`src/rtl/window_hamming_cost_pkg.sv`:
```
// Shared SGM datapath types: census codes, matching cost and raster position tags.
package window_hamming_cost_pkg;

  localparam int PIXEL_DEPTH      = 32;
  localparam int SGM_FRAME_WIDTH  = 640;
  localparam int SGM_FRAME_HEIGHT = 480;
  localparam int COL_W            = 10;
  localparam int ROW_W            = 9;
  localparam int POP_W            = $clog2(PIXEL_DEPTH + 1);

  typedef logic [PIXEL_DEPTH-1:0] census_t;
  typedef logic [COL_W-1:0]       col_t;
  typedef logic [ROW_W-1:0]       row_t;
  typedef logic [POP_W-1:0]       pop_t;

  function automatic int cost_width(input int block_width, input int block_height);
    return $clog2(block_width * block_height * PIXEL_DEPTH + 1);
  endfunction

  localparam int COST_W_DEF = cost_width(1, 8);
  typedef logic [COST_W_DEF-1:0] cost_t;

  typedef struct packed {
    row_t row;
    col_t col;
  } tag_t;

endpackage

```
`src/rtl/window_hamming_cost_popcount32.sv`:
```
// Registered 32-bit popcount; shared with the aggregation stage.
module popcount32
  import window_hamming_cost_pkg::*;
(
  input  logic    clk,
  input  logic    rst,
  input  census_t din,
  output pop_t    cnt
);

  pop_t sum;

  always_comb begin
    sum = '0;
    for (int i = 0; i < PIXEL_DEPTH; i++) sum = sum + pop_t'(din[i]);
  end

  always_ff @(posedge clk or posedge rst) begin
    if (rst) cnt <= '0;
    else     cnt <= sum;
  end

endmodule

```
`src/rtl/window_hamming_cost.sv`:
```
// Hamming matching cost over a left/right census window pair, 3-stage pipeline
// with raster position tagging and window-fill qualification.
module window_hamming_cost
  import window_hamming_cost_pkg::*;
#(
  parameter  int BLOCK_WIDTH  = 1,
  parameter  int BLOCK_HEIGHT = 8,
  parameter  int FRAME_WIDTH  = SGM_FRAME_WIDTH,
  parameter  int FRAME_HEIGHT = SGM_FRAME_HEIGHT,
  localparam int NUM_ELEM     = BLOCK_WIDTH * BLOCK_HEIGHT,
  localparam int WIN_W        = NUM_ELEM * PIXEL_DEPTH,
  localparam int COST_W       = cost_width(BLOCK_WIDTH, BLOCK_HEIGHT)
) (
  input  logic              clk,
  input  logic              rst,
  input  logic              win_valid,
  input  logic              sof,
  input  logic [WIN_W-1:0]  win_l,
  input  logic [WIN_W-1:0]  win_r,
  output logic [COST_W-1:0] cost,
  output logic              cost_valid,
  output col_t              cost_col,
  output row_t              cost_row,
  output logic              overrun
);

  localparam int STAGES = 2;

  // Raster position of the pixel currently presented
  col_t col_cnt, cur_col, nxt_col;
  row_t row_cnt, cur_row, nxt_row;
  logic last_px, done;

  always_comb begin
    cur_col = sof ? '0 : col_cnt;
    cur_row = sof ? '0 : row_cnt;
    last_px = (cur_col == col_t'(FRAME_WIDTH - 1)) && (cur_row == row_t'(FRAME_HEIGHT - 1));
    nxt_col = cur_col;
    nxt_row = cur_row;
    if (!last_px) begin
      if (cur_col == col_t'(FRAME_WIDTH - 1)) begin
        nxt_col = '0;
        nxt_row = cur_row + row_t'(1);
      end else begin
        nxt_col = cur_col + col_t'(1);
      end
    end
  end

  // done marks that the frame's last pixel has been consumed; anything
  // after it without a fresh sof is an overrun and keeps the saturated tag.
  always_ff @(posedge clk or posedge rst) begin
    if (rst) begin
      col_cnt <= '0;
      row_cnt <= '0;
      done    <= 1'b0;
      overrun <= 1'b0;
    end else if (win_valid) begin
      col_cnt <= nxt_col;
      row_cnt <= nxt_row;
      done    <= last_px;
      overrun <= sof ? 1'b0 : (overrun | done);
    end
  end

  logic [STAGES-1:0]                   vld_pipe;
  tag_t [STAGES-1:0]                   tag_pipe;
  logic [NUM_ELEM-1:0][PIXEL_DEPTH-1:0] xor_q;
  logic [NUM_ELEM-1:0][POP_W-1:0]       pop;
  logic [COST_W-1:0]                   sum;

  // S1: element-wise XOR plus tag capture
  always_ff @(posedge clk or posedge rst) begin
    if (rst) begin
      xor_q    <= '0;
      vld_pipe <= '0;
      tag_pipe <= '0;
    end else begin
      xor_q       <= win_l ^ win_r;
      vld_pipe[0] <= win_valid;
      tag_pipe[0] <= '{row: cur_row, col: cur_col};
      vld_pipe[1] <= vld_pipe[0];
      tag_pipe[1] <= tag_pipe[0];
    end
  end

  // S2: one registered popcount per window element
  for (genvar e = 0; e < NUM_ELEM; e++) begin : g_pop
    popcount32 u_pop (
      .clk (clk),
      .rst (rst),
      .din (xor_q[e]),
      .cnt (pop[e])
    );
  end

  always_comb begin
    sum = '0;
    for (int e = 0; e < NUM_ELEM; e++) sum = sum + COST_W'(pop[e]);
  end

  // S3: outputs only update once the window spans real image rows
  always_ff @(posedge clk or posedge rst) begin
    if (rst) begin
      cost       <= '0;
      cost_valid <= 1'b0;
      cost_col   <= '0;
      cost_row   <= '0;
    end else begin
      cost_valid <= vld_pipe[1] && (tag_pipe[1].row >= row_t'(BLOCK_HEIGHT - 1));
      if (vld_pipe[1] && (tag_pipe[1].row >= row_t'(BLOCK_HEIGHT - 1))) begin
        cost     <= sum;
        cost_col <= tag_pipe[1].col;
        cost_row <= tag_pipe[1].row;
      end
    end
  end

endmodule

```
`config.mk`:
```
export PLATFORM = sky130hd
export DESIGN_NAME = window_hamming_cost
export DESIGN_NICKNAME = d
export VERILOG_FILES = /design/src/rtl/window_hamming_cost_pkg.sv /design/src/rtl/window_hamming_cost_popcount32.sv /design/src/rtl/window_hamming_cost.sv
export SDC_FILE = /design/constraint.sdc
export NUM_CORES = 1
export LEC_CHECK = 0
export ABC_CLOCK_PERIOD_IN_PS = 15670
export BUFFER_PORTS_ARGS = -buffer_cell sky130_fd_sc_hd__buf_2
export CELL_PAD_IN_SITES_DETAIL_PLACEMENT = 0
export CELL_PAD_IN_SITES_GLOBAL_PLACEMENT = 2
export CORE_UTILIZATION = 35
export CTS_CLUSTER_SIZE = 25
export DETAILED_ROUTE_END_ITERATION = 10
export GPL_TIMING_DRIVEN = 1
export PLACE_DENSITY_LB_ADDON = 0.1
export SLEW_MARGIN = 20
export SYNTH_ARGS = -nofsm -noshare
export SYNTH_HDL_FRONTEND = slang
export SYNTH_SLANG_ARGS = --single-unit
```
`constraint.sdc`:
```
create_clock -name clk -period 15.67 [get_ports clk]
set_clock_uncertainty 0.2 [all_clocks]
set_input_delay 3.134 -clock clk [delete_from_list [all_inputs] [get_ports clk]]
set_output_delay 3.134 -clock clk [all_outputs]
set_load 0.02 [all_outputs]
```
Word level (Yosys, flattened, before mapping)

Index checks and enable logic that the tools add are counted.
W data, S select, Z words.

$lt $le $gt $ge: 1
Bitwise gates (word level): 2
Shifts and indexed selects: 0
Reduce and logical (&&, ||, !) cells: 2
Equal/unequal tests: 2
$add $sub $neg: 257
Multipliers: 0
Div/mod/pow operators: 0
Mux-type cells: 7

Operators by type and width:

| operator                | number |
|---|---|
| $add A6 B1 Y6           | 240 |
| $xor A256 B256 Y256     | 1 |
| $add A9 B6 Y9           | 4 |
| $mux W10                | 3 |
| $mux W9                 | 3 |
| $add A1 B1 Y2           | 8 |
| $add A10 B1 Y10 const B | 1 |
| $eq A10 B10 Y1 const B  | 1 |
| $add A8 B6 Y9           | 1 |
| $add A9 B1 Y9 const B   | 1 |
| $eq A9 B9 Y1 const B    | 1 |
| $ge A9 B3 Y1 const B    | 1 |
| $add A7 B6 Y8           | 1 |
| $add A6 B6 Y7           | 1 |
| $logic_and A1 B1 Y1     | 2 |
| $mux W1                 | 1 |
| $or A1 B1 Y1            | 1 |

Bits in read-only memories: 0
Output and inout port bits: 30
Input port bits: 516
Memories kept: 0
Logic and storage cells: 300
Latch bits: 0
Register bits after elaboration: 394
Bits in writable memories: 0

Longest topological paths before layout

Depth in word-level cells: 31
Depth in mapped cells: 17
Mapped depth without buffers: 17

Cells and area by module

Synthesis repeated with hierarchy kept, for this count alone.

Cells, all modules: 1562
Area total of the unflattened synthesis: 20594.8 µm²

Modules (own cells, without submodules):

| module              | sequential area each (µm²) | cells an instance | area each (µm²) | times used |
|---|---|---|---|---|
| window_hamming_cost | 8658.3                     | 922               | 13297.8         | 1 |
| popcount32          | 150.1                      | 80                | 912.1           | 8 |

Least setup slack after synthesis

Ideal clock, no wire load.

Path kind: input to register
Start: input port sof
End: register row_cnt[8]
Setup time: 0.131 ns
Slack: 9.998 ns
Arrival: 5.341 ns
Stages on the path: 10
Path through: clkbuf_1 -> clkbuf_1 -> clkbuf_1 -> nor2_1 -> ha_1 -> nand4_1 -> or3_1 -> buf_6 -> o31a_1 -> or3_1

Longest elaborated chain between the ends: 4

Ends and longest elaborated chain:

| item                                           | RTL line                                             | RTL |
|---|---|---|
| start: declaration                             | window_hamming_cost.sv:17                            | `input logic sof,` |
| $mux W10 (*)                                   | window_hamming_cost.sv:35                            | `cur_col = sof ? '0 : col_cnt;` |
| net cur_col[1]                                 | window_hamming_cost.sv:30                            | `col_t col_cnt, cur_col, nxt_col;` |
| $eq A10 B10 Y1 (*)                             | window_hamming_cost.sv:37, window_hamming_cost.sv:41 |  |
| $mux W9 or $logic_and A1 B1 Y1 (tied branches) | window_hamming_cost.sv:41, window_hamming_cost.sv:37 |  |
| $mux W9 (*)                                    | window_hamming_cost.sv:40                            | `if (!last_px) begin` |
| end signal: assignment                         | window_hamming_cost.sv:60                            | `row_cnt <= nxt_row;` |
| end: declaration                               | window_hamming_cost.sv:31                            | `row_t row_cnt, cur_row, nxt_row;` |

The timed path passes the listed nets; every way through them passes the cells marked *.
A chain may end at the register's enable or synchronous reset.

Worst setup path in the final report

Ends and elaborated chain as after synthesis.

==> results <==
- The worst setup path is captured at a register.
- Wires add up to ~46,000 microns.
- The clock tree from TritonCTS is yes.
- The clock input transition at the sequential cells of the worst setup and hold paths is around 0.06 ns.
- Among cell families on the critical path, the largest total delay comes from simple AND/OR/NAND/NOR gates.
- After clock tree synthesis, the flow added hold-fix buffers numbering 0.
- The post-synth net total is around 2.5k.
- The first-pass GRT wire length is between 70,000 and 80,000 microns.
- The number of cell rows is 89.
- Dividing the synthesized area by the synthesized cell count gives about 13 sq um.
- The worst flop-to-flop path endpoint is g_pop[2].u_pop.cnt[4].
- The initial antenna violation count is 1.
- The number of buffers on the longest clock path is 3.
- After routing the design area is 26,200 sq um.
- The number of hold violations in the final report is 0.
- The synthesized netlist contains 58 unique library cells.
- For this design the top-level I/O count stands at 546.
- The total via count in the routed design is 12.8k.
- The average detailed-routed wire length per instance is 15.2 microns.
- Synthesis produced 1,664 cells.
- Clock tree synthesis found a total of 394 sinks.
- The Yosys step of the flow raised 0 warnings.
- The die is about 250 microns tall.
- The die is about 250 microns wide.
- The remaining number of nets flagged by the antenna check after routing is 0.
- The first detailed-routing pass ran for 8 iterations.
- The total placed instance area is 24,700 sq um.
- The number of cells on the worst reg-to-reg path is 14.
- The shortest clock period the worst path allows after layout is 5.46 ns.
- The worst pin sits at a relative slew slack of 0.334.
- Of the synthesized area, sequential elements account for 0.469.
- The count of buffers added on input and output ports is about 550.
- The worst setup path is launched from an input pin.
- The largest fanout on the critical path is 33.
- Entering global routing, the biggest net connects 130 pins.
- For the worst setup path, the data required time is around 16 ns.
- Post-CTS repair changed the size of 0 cells.
- The setup path with the least slack is of type input pin to register.
- In the synthesized netlist the async set-or-reset flop fraction comes to 1.00.
- The floorplan step defined a die boundary enclosing 61,000 sq um.
- The total setup violations reported at the end of the flow is 0.
- The run finished, with violations left.
- For the worst setup path, the data arrival time is 5.69 ns.
- The later pin in the worst-skew pair is clocked with a latency of 0.56 ns.
- Setup repair after global routing left no endpoint under its margin.
- The number of buffers and inverters on the critical path is 2.
- For the final routed database, the setup TNS stands at 0 ns.
- In the routed layout, each cell is associated on average with a via count of 4.18.
- The number of DRC violations after detailed-routing iteration 0 is 401.
- After filler insertion, the fill cell instance count of the layout stands at 5,685.
- After detailed routing, the number of remaining DRC violations is 51.
- The share of post-route cells with drive strength above 1 is 0.280.
- For this run, the top clock speed supported by timing is roughly 180 MHz.
- For the pin with the worst max-slew slack, the measured transition is roughly 0.99 ns.
- The number of register bits inferred by synthesis is between 300 and 400.
- The last element of the critical path is row_cnt[8].
- The slowest cell on the critical path is or3_1.
- The dominant cell type by count on the critical path is or3_1.
- The antenna diode instance count is 0.
- The launch point of the worst reg-to-reg path is xor_q[64].
- Traced cell by cell, the critical path runs through buf_2 > nand2b_1 > inv_1 > ha_1 > nand4_1 > or3_1 > o31a_1 > or3_1.
- After the last flow step, the layout net total stands at 3,066.
- Across all register-to-register paths, the minimum setup slack is 10.34 ns.
- The number of max-slew violations in the final report is 0.
- The tree is rooted in a clkbuf_16.
- The clock tree synthesis step divided the H-tree into 2 levels.
- In the post-route analysis, the smallest setup slack over all paths is roughly 10 ns.
- The mapped netlist covers between 20,000 and 25,000 sq um.
- The worst setup timing slack at the placement stage is 9.56 ns.
- The via count of the first global-routing pass is 14.0k.
- The most used flip-flop cell after synthesis is dfrtp_1.
- Clock tree synthesis inserted a total of between 40 and 50 buffers.
- The share of the clock period used by the worst path after layout is 0.348.
- The total routing usage reported by global routing is 0.157.
- In this run the number of cells on the critical path is 8.
- The path type of the worst min-delay path is register to register.
- Detailed placement ended at an HPWL of 37,500 microns.
- Global routing finished with a remaining overflow of 0.
- Relative to the synthesized area, the layout overhead comes to 24.5%.
- The final reports fail on DRC.
- Across the run, the number of max-cap violations was 0.
- The core outline area is between 50,000 and 60,000 sq um.
- The most critical setup path has its startpoint at sof.
- The longest individual stage delay on the worst path is 0.69 ns.
- The placer congestion estimate is 0.766.
- The number of buffers inserted to repair setup after CTS is 0.
- The initial utilization of the core area, before any placement, comes to 0.355.
- The number of enable-type register cells in the synthesized netlist is 0.
[layout make-up]
cell class	count	area [sq um]	area share
clock buffers	58	1270	0.0487
clock inverters	16	194	0.00741
inverters	427	1610	0.0615
multi-input cells	830	9500	0.363
flip-flops and latches	394	9860	0.377
well taps	773	967	0.0370
repair buffers	550	2770	0.106
[layer usage]
| layer | vias up | share of wire | track usage |
|---|---|---|---|
| met4 | 2 | 0.022 | 0.0452 |
| met3 | 65 | 0.054 | 0.0301 |
| met1 | 6359 | 0.39 | 0.191 |
| met5 | - | 0.00028 | 0 |
| li1 | 6067 | - | - |
| met2 | 258 | 0.53 | 0.280 |
[cells in the mapped netlist (2+ instances only)]
library cell	n	area share
nor3_1	4	0.00095
fa_1	227	0.22
o21a_1	9	0.0032
nor2_1	15	0.0027
xnor2_1	16	0.0067
a221o_1	4	0.0019
xor2_1	263	0.11
clkbuf_1	9	0.0016
inv_1	425	0.076
dfrtp_1	394	0.47
o211ai_1	2	0.00071
nor4_1	3	0.00089
o31ai_1	5	0.0018
nand3b_1	4	0.0014
a21o_1	16	0.0057
ha_1	75	0.045
buf_2	2	0.00048
a21oi_1	22	0.0052
and4_1	2	0.00083
a21boi_0	3	0.0011
nand2_1	45	0.0080
a211oi_1	3	0.0011
nand3_1	12	0.0029
nand4_1	4	0.0012
o31a_1	4	0.0017
or4_1	3	0.0011
o21ai_0	16	0.0038
or3_1	3	0.00089
and3b_1	3	0.0013
mux2i_1	4	0.0019
nand2b_1	5	0.0015
nor3b_1	3	0.0011
nor2b_1	21	0.0063
mux2_2	13	0.0070
a2111oi_0	2	0.00083
[worst register-to-register path, cell delays in order (launching register included)]
cell     delay, ns
dfrtp_1       0.37
ha_1          0.28
inv_1         0.05
fa_1          0.50
fa_1          0.52
fa_1          0.58
fa_1          0.44
fa_1          0.48
fa_1          0.49
inv_1         0.05
fa_1          0.40
fa_1          0.41
a21o_1        0.19
a21oi_1       0.16
xnor2_1       0.13
[logic make-up (layout without fill, tap and decap cells)]
kind of cell | after synthesis | count (layout) | synth area share
buf+inv | 440 | 1051 | 0.0791
flops | 394 | 394 | 0.469
fa+ha+maj | 302 | 302 | 0.261
xor+xnor | 279 | 279 | 0.116
simple gates | 131 | 131 | 0.0326
compound gates | 101 | 101 | 0.0333
mux | 17 | 17 | 0.00887
[flip-flops by register name (all words and copies together), names as in the netlist]
signal and flops:
col_cnt 10, cost 9, cost_col 10, cost_row 9, cost_valid 1, done 1, g_pop.u_pop.cnt 48, overrun 1
row_cnt 9, tag_pipe 38, vld_pipe 2, xor_q 256
[worst min-delay path by stage]
stage	cells after the start	slack (ns)	to	from
floorplan	0	0.13	tag_pipe[19]	tag_pipe[0]
global placement	0	0.13	tag_pipe[31]	tag_pipe[12]
detailed placement	0	0.13	vld_pipe[1]	vld_pipe[0]
CTS	0	0.14	tag_pipe[30]	tag_pipe[11]
global route	0	0.15	tag_pipe[30]	tag_pipe[11]
finish	0	0.14	tag_pipe[30]	tag_pipe[11]
[cell usage in the layout (no fill, tap or decap), drive strengths merged, types with 9 or more instances in the layout]
cell	count
clkbuf	58
ha	75
buf	550
o21ai	17
nand2	45
mux2	13
clkinv	9
a21oi	22
o21a	9
nor2b	21
fa	227
inv	426
xnor2	16
nor2	15
a21o	16
dfrtp	394
nand3	12
xor2	263
[metrics by stage]
stage / utilization / hold slack, ns / instances
floorplan: - / 0.131 / 1664
global placement: 0.418 / 0.133 / 2974
detailed placement: 0.418 / 0.135 / 2974
CTS: 0.443 / 0.141 / 3048
global route: 0.443 / 0.152 / 3048
finish: 0.443 / 0.144 / 3048
Power is left out: the tool's default activity adds up to more than one toggle a clock period on the data nets, which glitch-free logic cannot reach.
